===== config.mk =====
export PLATFORM = sky130hd
export DESIGN_NAME = uart_char_rx
export DESIGN_NICKNAME = d
export VERILOG_FILES = /design/src/rtl/uart_pkg.sv /design/src/rtl/char_fifo.sv /design/src/rtl/uart_char_rx.sv
export SDC_FILE = /design/constraint.sdc
export NUM_CORES = 1
export LEC_CHECK = 0
export ABC_AREA = 1
export CORE_ASPECT_RATIO = 1.2
export CORE_UTILIZATION = 50
export DETAILED_ROUTE_END_ITERATION = 10
export HOLD_SLACK_MARGIN = 0.08
export PLACE_DENSITY = 0.65
export SYNTH_ARGS = -nofsm -noshare
export SYNTH_HDL_FRONTEND = slang
export SYNTH_HIERARCHICAL = 1
export SYNTH_SLANG_ARGS = --single-unit

===== constraint.sdc =====
create_clock -name clk -period 5.1 [get_ports clk]
set_input_delay 0.51 -clock clk [delete_from_list [all_inputs] [get_ports clk]]
set_output_delay 0.51 -clock clk [all_outputs]
set_load 0.005 [all_outputs]

===== src/rtl/uart_pkg.sv =====
// ---------------------------------------------------------------------------
// uart_pkg
// Shared types and constants for the serial receive front end.
//   rx_state_t        receiver FSM states
//   CHAR_W            width of one received character
//   DEF_CLKS_PER_BIT  default oversampling ratio (clk cycles per serial bit)
// ---------------------------------------------------------------------------
package uart_pkg;

   typedef enum logic [2:0] {
      IDLE,
      START,
      DATA,
      PARITY,
      STOP
   } rx_state_t;

   localparam int CHAR_W           = 8;
   localparam int DEF_CLKS_PER_BIT = 16;

endpackage


===== src/rtl/char_fifo.sv =====
// ---------------------------------------------------------------------------
// char_fifo
// Synchronous first-word-fall-through FIFO. The head entry is always visible
// on pop_data, so a consumer can look at it before deciding to pop.
// Ports:
//   clk        rising-edge clock
//   reset      asynchronous, active-high; empties the FIFO, clears storage
//   push       write push_data this cycle (ignored when full without a pop)
//   push_data  entry to write
//   pop        remove the head entry this cycle (ignored when empty)
//   pop_data   head entry
//   full       DEPTH entries held
//   empty      no entries held
//   count      number of entries held (0..DEPTH)
// DEPTH must be a power of two so the pointers wrap naturally.
// ---------------------------------------------------------------------------
module char_fifo #(
   parameter int WIDTH = 8,
   parameter int DEPTH = 4
) (
   input  logic                     clk,
   input  logic                     reset,
   input  logic                     push,
   input  logic [WIDTH-1:0]         push_data,
   input  logic                     pop,
   output logic [WIDTH-1:0]         pop_data,
   output logic                     full,
   output logic                     empty,
   output logic [$clog2(DEPTH):0]   count
);

   localparam int AW    = $clog2(DEPTH);
   localparam int CNT_W = AW + 1;

   logic [WIDTH-1:0] mem [DEPTH];
   logic [AW-1:0]    wr_ptr;
   logic [AW-1:0]    rd_ptr;
   logic             do_push;
   logic             do_pop;

   // A push into a full FIFO is still accepted when the head leaves in the
   // same cycle; when full, wr_ptr equals rd_ptr, so the new entry simply
   // takes the slot being vacated and lands at the tail.
   assign do_pop  = pop && !empty;
   assign do_push = push && (!full || do_pop);

   assign full     = (count == CNT_W'(DEPTH));
   assign empty    = (count == '0);
   assign pop_data = mem[rd_ptr];

   // Storage, pointers and occupancy. Storage is cleared on reset so the
   // head output reads zero out of reset.
   always_ff @(posedge clk or posedge reset) begin
      if (reset) begin
         for (int i = 0; i < DEPTH; i++) begin
            mem[i] <= '0;
         end
         wr_ptr <= '0;
         rd_ptr <= '0;
         count  <= '0;
      end else begin
         if (do_push) begin
            mem[wr_ptr] <= push_data;
            wr_ptr      <= wr_ptr + AW'(1);
         end
         if (do_pop) begin
            rd_ptr <= rd_ptr + AW'(1);
         end
         case ({do_push, do_pop})
            2'b10:   count <= count + CNT_W'(1);
            2'b01:   count <= count - CNT_W'(1);
            default: count <= count;
         endcase
      end
   end

endmodule


===== src/rtl/uart_char_rx.sv =====
// ---------------------------------------------------------------------------
// uart_char_rx
// Serial front end of the text-checking path. Receives 8N1 UART frames
// (optionally with an even-parity bit) on rxd, buffers good characters in a
// small FWFT FIFO and hands them out one per valid/ready handshake.
// Ports:
//   clk        rising-edge clock
//   reset      asynchronous, active-high; aborts any frame, flushes the FIFO
//   rxd        serial input, idle high, asynchronous to clk
//   out_data   head-of-FIFO character
//   out_valid  FIFO non-empty
//   out_ready  consumer accepts out_data this cycle
//   frame_err  1-cycle pulse: bad stop bit or bad parity, byte dropped
//   overrun    1-cycle pulse: good byte dropped because the FIFO was full
//   busy       receiver FSM not in IDLE (registered)
// ---------------------------------------------------------------------------
module uart_char_rx
   import uart_pkg::*;
#(
   parameter int CLKS_PER_BIT = DEF_CLKS_PER_BIT,
   parameter int FIFO_DEPTH   = 4,
   parameter int PARITY_EN    = 0
) (
   input  logic              clk,
   input  logic              reset,
   input  logic              rxd,
   output logic [CHAR_W-1:0] out_data,
   output logic              out_valid,
   input  logic              out_ready,
   output logic              frame_err,
   output logic              overrun,
   output logic              busy
);

   localparam int                CW      = $clog2(CLKS_PER_BIT);
   localparam int                FCW     = $clog2(FIFO_DEPTH) + 1;
   localparam logic [CW-1:0]     HALF_M1 = CW'(CLKS_PER_BIT / 2 - 1);
   localparam logic [CW-1:0]     FULL_M1 = CW'(CLKS_PER_BIT - 1);

   logic              sync1;
   logic              rxs;

   rx_state_t         state;
   rx_state_t         state_n;
   logic [CW-1:0]     bit_cnt;
   logic [CW-1:0]     bit_cnt_n;
   logic [2:0]        bit_idx;
   logic [2:0]        bit_idx_n;
   logic [CHAR_W-1:0] shreg;
   logic [CHAR_W-1:0] shreg_n;
   logic              parity_bad;
   logic              parity_bad_n;
   logic              push;
   logic              ferr_n;

   logic              fifo_pop;
   logic              fifo_full;
   logic              fifo_empty;
   logic [FCW-1:0]    fifo_count;

   // Two-flop synchronizer for the asynchronous serial line. Both flops
   // reset to the idle (high) level so reset never looks like a start bit.
   always_ff @(posedge clk or posedge reset) begin
      if (reset) begin
         sync1 <= 1'b1;
         rxs   <= 1'b1;
      end else begin
         sync1 <= rxd;
         rxs   <= sync1;
      end
   end

   // Receiver state, bit timing and shift register. busy mirrors the next
   // state so it equals (state != IDLE) without a combinational path.
   always_ff @(posedge clk or posedge reset) begin
      if (reset) begin
         state      <= IDLE;
         bit_cnt    <= '0;
         bit_idx    <= '0;
         shreg      <= '0;
         parity_bad <= 1'b0;
         frame_err  <= 1'b0;
         overrun    <= 1'b0;
         busy       <= 1'b0;
      end else begin
         state      <= state_n;
         bit_cnt    <= bit_cnt_n;
         bit_idx    <= bit_idx_n;
         shreg      <= shreg_n;
         parity_bad <= parity_bad_n;
         frame_err  <= ferr_n;
         overrun    <= push && fifo_full && !fifo_pop;
         busy       <= (state_n != IDLE);
      end
   end

   // Next-state logic. The start bit is re-checked at its midpoint to reject
   // glitches; from then on every sample lands one full bit time later, i.e.
   // near the middle of each following bit. The stop sample always returns
   // to IDLE so a new start edge can be caught in the second half of the
   // stop bit.
   always_comb begin
      state_n      = state;
      bit_cnt_n    = bit_cnt + CW'(1);
      bit_idx_n    = bit_idx;
      shreg_n      = shreg;
      parity_bad_n = parity_bad;
      push         = 1'b0;
      ferr_n       = 1'b0;
      case (state)
         IDLE: begin
            bit_cnt_n = '0;
            if (!rxs) begin
               state_n = START;
            end
         end
         START: begin
            if (bit_cnt == HALF_M1) begin
               bit_cnt_n = '0;
               if (rxs) begin
                  state_n = IDLE;
               end else begin
                  state_n      = DATA;
                  bit_idx_n    = '0;
                  parity_bad_n = 1'b0;
               end
            end
         end
         DATA: begin
            if (bit_cnt == FULL_M1) begin
               bit_cnt_n = '0;
               shreg_n   = {rxs, shreg[CHAR_W-1:1]};
               bit_idx_n = bit_idx + 3'd1;
               if (bit_idx == 3'd7) begin
                  state_n = (PARITY_EN != 0) ? PARITY : STOP;
               end
            end
         end
         PARITY: begin
            if (bit_cnt == FULL_M1) begin
               bit_cnt_n    = '0;
               parity_bad_n = ^{shreg, rxs};
               state_n      = STOP;
            end
         end
         STOP: begin
            if (bit_cnt == FULL_M1) begin
               bit_cnt_n = '0;
               state_n   = IDLE;
               if (!rxs || parity_bad) begin
                  ferr_n = 1'b1;
               end else begin
                  push = 1'b1;
               end
            end
         end
         default: begin
            state_n   = IDLE;
            bit_cnt_n = '0;
         end
      endcase
   end

   // The head leaves whenever the consumer takes it while the FIFO holds
   // something.
   assign fifo_pop  = out_ready && (fifo_count != '0);
   assign out_valid = !fifo_empty;

   char_fifo #(
      .WIDTH (CHAR_W),
      .DEPTH (FIFO_DEPTH)
   ) u_fifo (
      .clk       (clk),
      .reset     (reset),
      .push      (push),
      .push_data (shreg),
      .pop       (fifo_pop),
      .pop_data  (out_data),
      .full      (fifo_full),
      .empty     (fifo_empty),
      .count     (fifo_count)
   );

endmodule


==> flow_metrics.py <==
metrics = {
    "status": {
        "status": "complete, no violations",
    },
    "grt": {
        "grtUsageTotal_pct": 22.25,
        "grt_pass1_vias": 2673,
        "antenna_found_initial": 0,
        "grt_overflow": 0,
        "grt_max_degree": 40,
        "grt_pass1_wl_um": 12240,
    },
    "clocking": {
        "postCtsHoldBufs": 0,
        "cts.clk_slew.worst_paths_ns": 0.07,
        "root_buffer": "clkbuf_8",
        "cts.sinks": 63,
        "cts_tree": "done",
        "cts_made_buffers": 9,
        "post-cts-setup-buffer-count": 0,
        "cts_buffer_depth": 2,
        "ctsHtreeMaxLevel": 3,
        "post_cts_resized": 0,
        "clkLatencyLatePin_ns": 0.34,
    },
    "synthesis": {
        "synthTopCellsByArea": "dfrtp_1 (45%), nand2_1 (14%), nand4_1 (6.1%), inv_1 (3.7%), nor2_1 (3.7%)",
        "synth.yosys.seq_area_share_pct": 46.95,
        "synth_area_per_cell_um2": 8.429,
        "synth_edf_count": 0,
        "ys.flop_type": "dfrtp_1",
        "synth_most_common_cell": "nand2_1",
        "netlist_area_um2": 3363,
        "synth_cell_types": 36,
        "synthArstFlopShare_pct": 100.0,
        "syn_inst": 399,
        "synthDominantCellAreaShare_pct": 45.39,
        "netlist.top_cell.by_area": "dfrtp_1",
        "syn-num-nets": 412,
        "synth-seq-cells": 63,
        "synth_common_cells": "nand2_1 (124), dfrtp_1 (61), inv_1 (33), nand4_1 (33), nor2_1 (33)",
        "yosys_warnings": 6,
    },
    "cells_and_area": {
        "stdcell_area_um2": 3720,
        "regArea_um2": 1579,
        "diodes": 0,
        "drive_above_1_share_pct": 12.32,
        "multi_input_area_um2": 1508,
        "synthToLayoutAreaGrowth_pct": 10.60,
        "final_nets": 423,
        "nFillCells": 606,
    },
    "floorplan": {
        "coreArea_um2": 6446,
        "rows": 32,
        "dieHeight_um": 91.85,
        "die-area_um2": 7060,
        "die_w_um": 76.87,
        "pin_count": 16,
        "start_util_pct": 52.17,
    },
    "sta": {
        "fin_crit_sh_pct": 57.25,
        "drv_slew": 0,
        "fmax_ghz": 0.3425,
        "hold_viol_final": 0,
        "rsz0062_at_grt": "false",
        "setup_tns_ns": 0,
        "tightest_slew_ns": 0.8931,
        "skew_ns": 0.009199,
        "setup_viol": 0,
        "relSlewSlack_pct": 40.39,
        "min_period_ns": 2.920,
    },
    "pwr": {
        "switchingPower_w": 0.0005175,
        "p_int_w": 0.001047,
        "vdd_drop_max_mv": 0.2193,
        "p_leak_nw": 1.911,
        "pwr-share-comb_pct": 30.0,
        "pwr-share-clk_pct": 30.1,
        "p_seq_share_pct": 39.9,
        "p_sw_share_pct": 33.08,
        "powerDensity_nw_per_um2": 420.6,
    },
    "routing": {
        "drtIter0Drc": 258,
        "drc_errors": 0,
        "ant_nets": 0,
        "wl_per_cell_um": 13.64,
        "route.vias.total": 2626,
        "wirelength_um": 6808,
        "drtPass1Iterations": 4,
        "via_per_inst": 5.263,
    },
    "critical_path": {
        "r2r_start": "u_fifo/count[1]$_DFFE_PP0P_",
        "setup.worst_path.start_class": "flop",
        "crit_type": "reg -> reg",
        "cp-endpoint": "u_fifo/count[2]$_DFFE_PP0P_",
        "critPathLaunch": "u_fifo/count[1]$_DFFE_PP0P_",
        "crit_required_ns": 5.33,
        "cp-end-kind": "flop",
        "arrival_ns": 3.15,
        "timing.rr.end": "u_fifo/count[2]$_DFFE_PP0P_",
        "cp_max_fo": 39,
        "reg2reg_depth": 10,
        "rrSetupSlack_ns": 2.18,
    },
    "flow_run": {
        "maxCapViolCount": 0,
    },
    "hold_path": {
        "worstHoldPathType": "reg -> reg",
    },
    "placed_design": {
        "portBuffers": 15,
        "place_congestion": 0.7797,
        "detailedPlacementHpwl_um": 4490,
        "placed_area_um2": 3508,
    },
}
-- kinds of logic (layout without fill, tap and decap cells) --
logic type | after synthesis | after routing | share of synthesized area, %
simple gates | 223 | 223 | 31.73
xor+xnor | 6 | 6 | 1.563
compound gates | 41 | 41 | 7.887
buf+inv | 57 | 72 | 8.296
fa+ha+maj | 9 | 9 | 3.572
flops | 63 | 63 | 46.95
-- through the flow --
stage | worst slack (ns) | hold slack, ns | instances | power (W) | utilization, %
detailed placement | 1.920 | 0.3482 | 484 | 0.001105 | 54.43
CTS | 2.192 | 0.3574 | 499 | 0.001580 | 57.71
global route | 1.921 | 0.3583 | 499 | 0.001675 | 57.71
finish | 2.180 | 0.3565 | 499 | 0.001565 | 57.71
global placement | 1.987 | 0.3461 | 484 | 0.001097 | 54.43
floorplan | 2.840 | 0.3452 | 399 | 0.0009593 | -
-- per-layer routing --
layer	track usage (%)	vias to the layer above	wire length, µm
met2	37.95	43	3359
li1	-	1335	-
met3	4.677	10	237
met1	27.66	1238	3118
met4	8.013	0	93
met5	0	-	0
-- layout make-up --
class | count | area share, %
multi-input cells | 279 | 40.53
inverters | 40 | 4.036
well taps | 85 | 2.859
flip-flops and latches | 63 | 42.45
clock buffers | 11 | 3.801
repair buffers | 17 | 4.440
clock inverters | 4 | 1.884
-- worst min-delay path by stage --
| stage | start | endpoint | slack (ns) | depth (start not counted) |
|---|---|---|---|---|
| 2_1_floorplan | sync1$_DFF_PP1_ | rxs$_DFF_PP1_ | 0.35 | 0 |
| 3_3_place_gp | sync1$_DFF_PP1_ | rxs$_DFF_PP1_ | 0.35 | 0 |
| 3_5_place_dp | sync1$_DFF_PP1_ | rxs$_DFF_PP1_ | 0.35 | 0 |
| 4_1_cts | sync1$_DFF_PP1_ | rxs$_DFF_PP1_ | 0.36 | 0 |
| 5_1_grt | sync1$_DFF_PP1_ | rxs$_DFF_PP1_ | 0.36 | 0 |
| 6_report | sync1$_DFF_PP1_ | rxs$_DFF_PP1_ | 0.36 | 0 |
-- state kept, by name, summed over array words and instances, names as in the netlist --
signal / cells
u_fifo/count: 3
u_fifo/mem: 32
u_fifo/wr_ptr: 2
overrun: 1
bit_idx: 3
sync1: 1
rxs: 1
busy: 1
bit_cnt: 4
state: 3
frame_err: 1
shreg: 8
parity_bad: 1
u_fifo/rd_ptr: 2
-- cell usage in the layout, fill, tap and decap left out --
cell               n
fa_1               1
dfstp_2            2
o21ai_0           19
xnor2_1            3
clkdlybuf4s50_1   15
a21oi_1            1
nor2_2             2
o221ai_2           1
clkinv_1           1
o22ai_1            8
nor2_8             1
nor3_1             1
nand2_1          124
clkbuf_8          10
inv_2              6
clkinv_2           2
o21ai_1            1
bufinv_16          2
nor2_1            32
o21ai_2            9
nand2_4            2
xor2_1             3
buf_4              2
dfrtp_1           61
nand4_1           33
clkbuf_1           1
nand3b_1           2
o21a_1             1
inv_1             33
nand3_2            6
ha_1               8
nand4_4            1
nor4b_2            1
nand3_4            1
o31a_1             1
nand2_2            3
nand3_1           14
-- worst max-delay path, stage by stage (launching register included) --
cell      delay [ns]
dfrtp_1         0.43
o31a_1          0.36
inv_1           0.08
nand3_2         0.62
nand2_1         0.35
ha_1            0.21
inv_1           0.06
fa_1            0.38
nand2_1         0.08
nand3b_1        0.09
xor2_1          0.15
-- power by group through the flow --
stage               Sequential [W]  Clock [W]  Combinational, W
finish                    0.000624   0.000471          0.000470
global route              0.000632   0.000509          0.000534
CTS                       0.000623   0.000483          0.000473
detailed placement        0.000633          0          0.000472
global placement          0.000631          0          0.000466
floorplan                 0.000593          0          0.000366
Note: power is estimated with default switching activity, not from simulation.
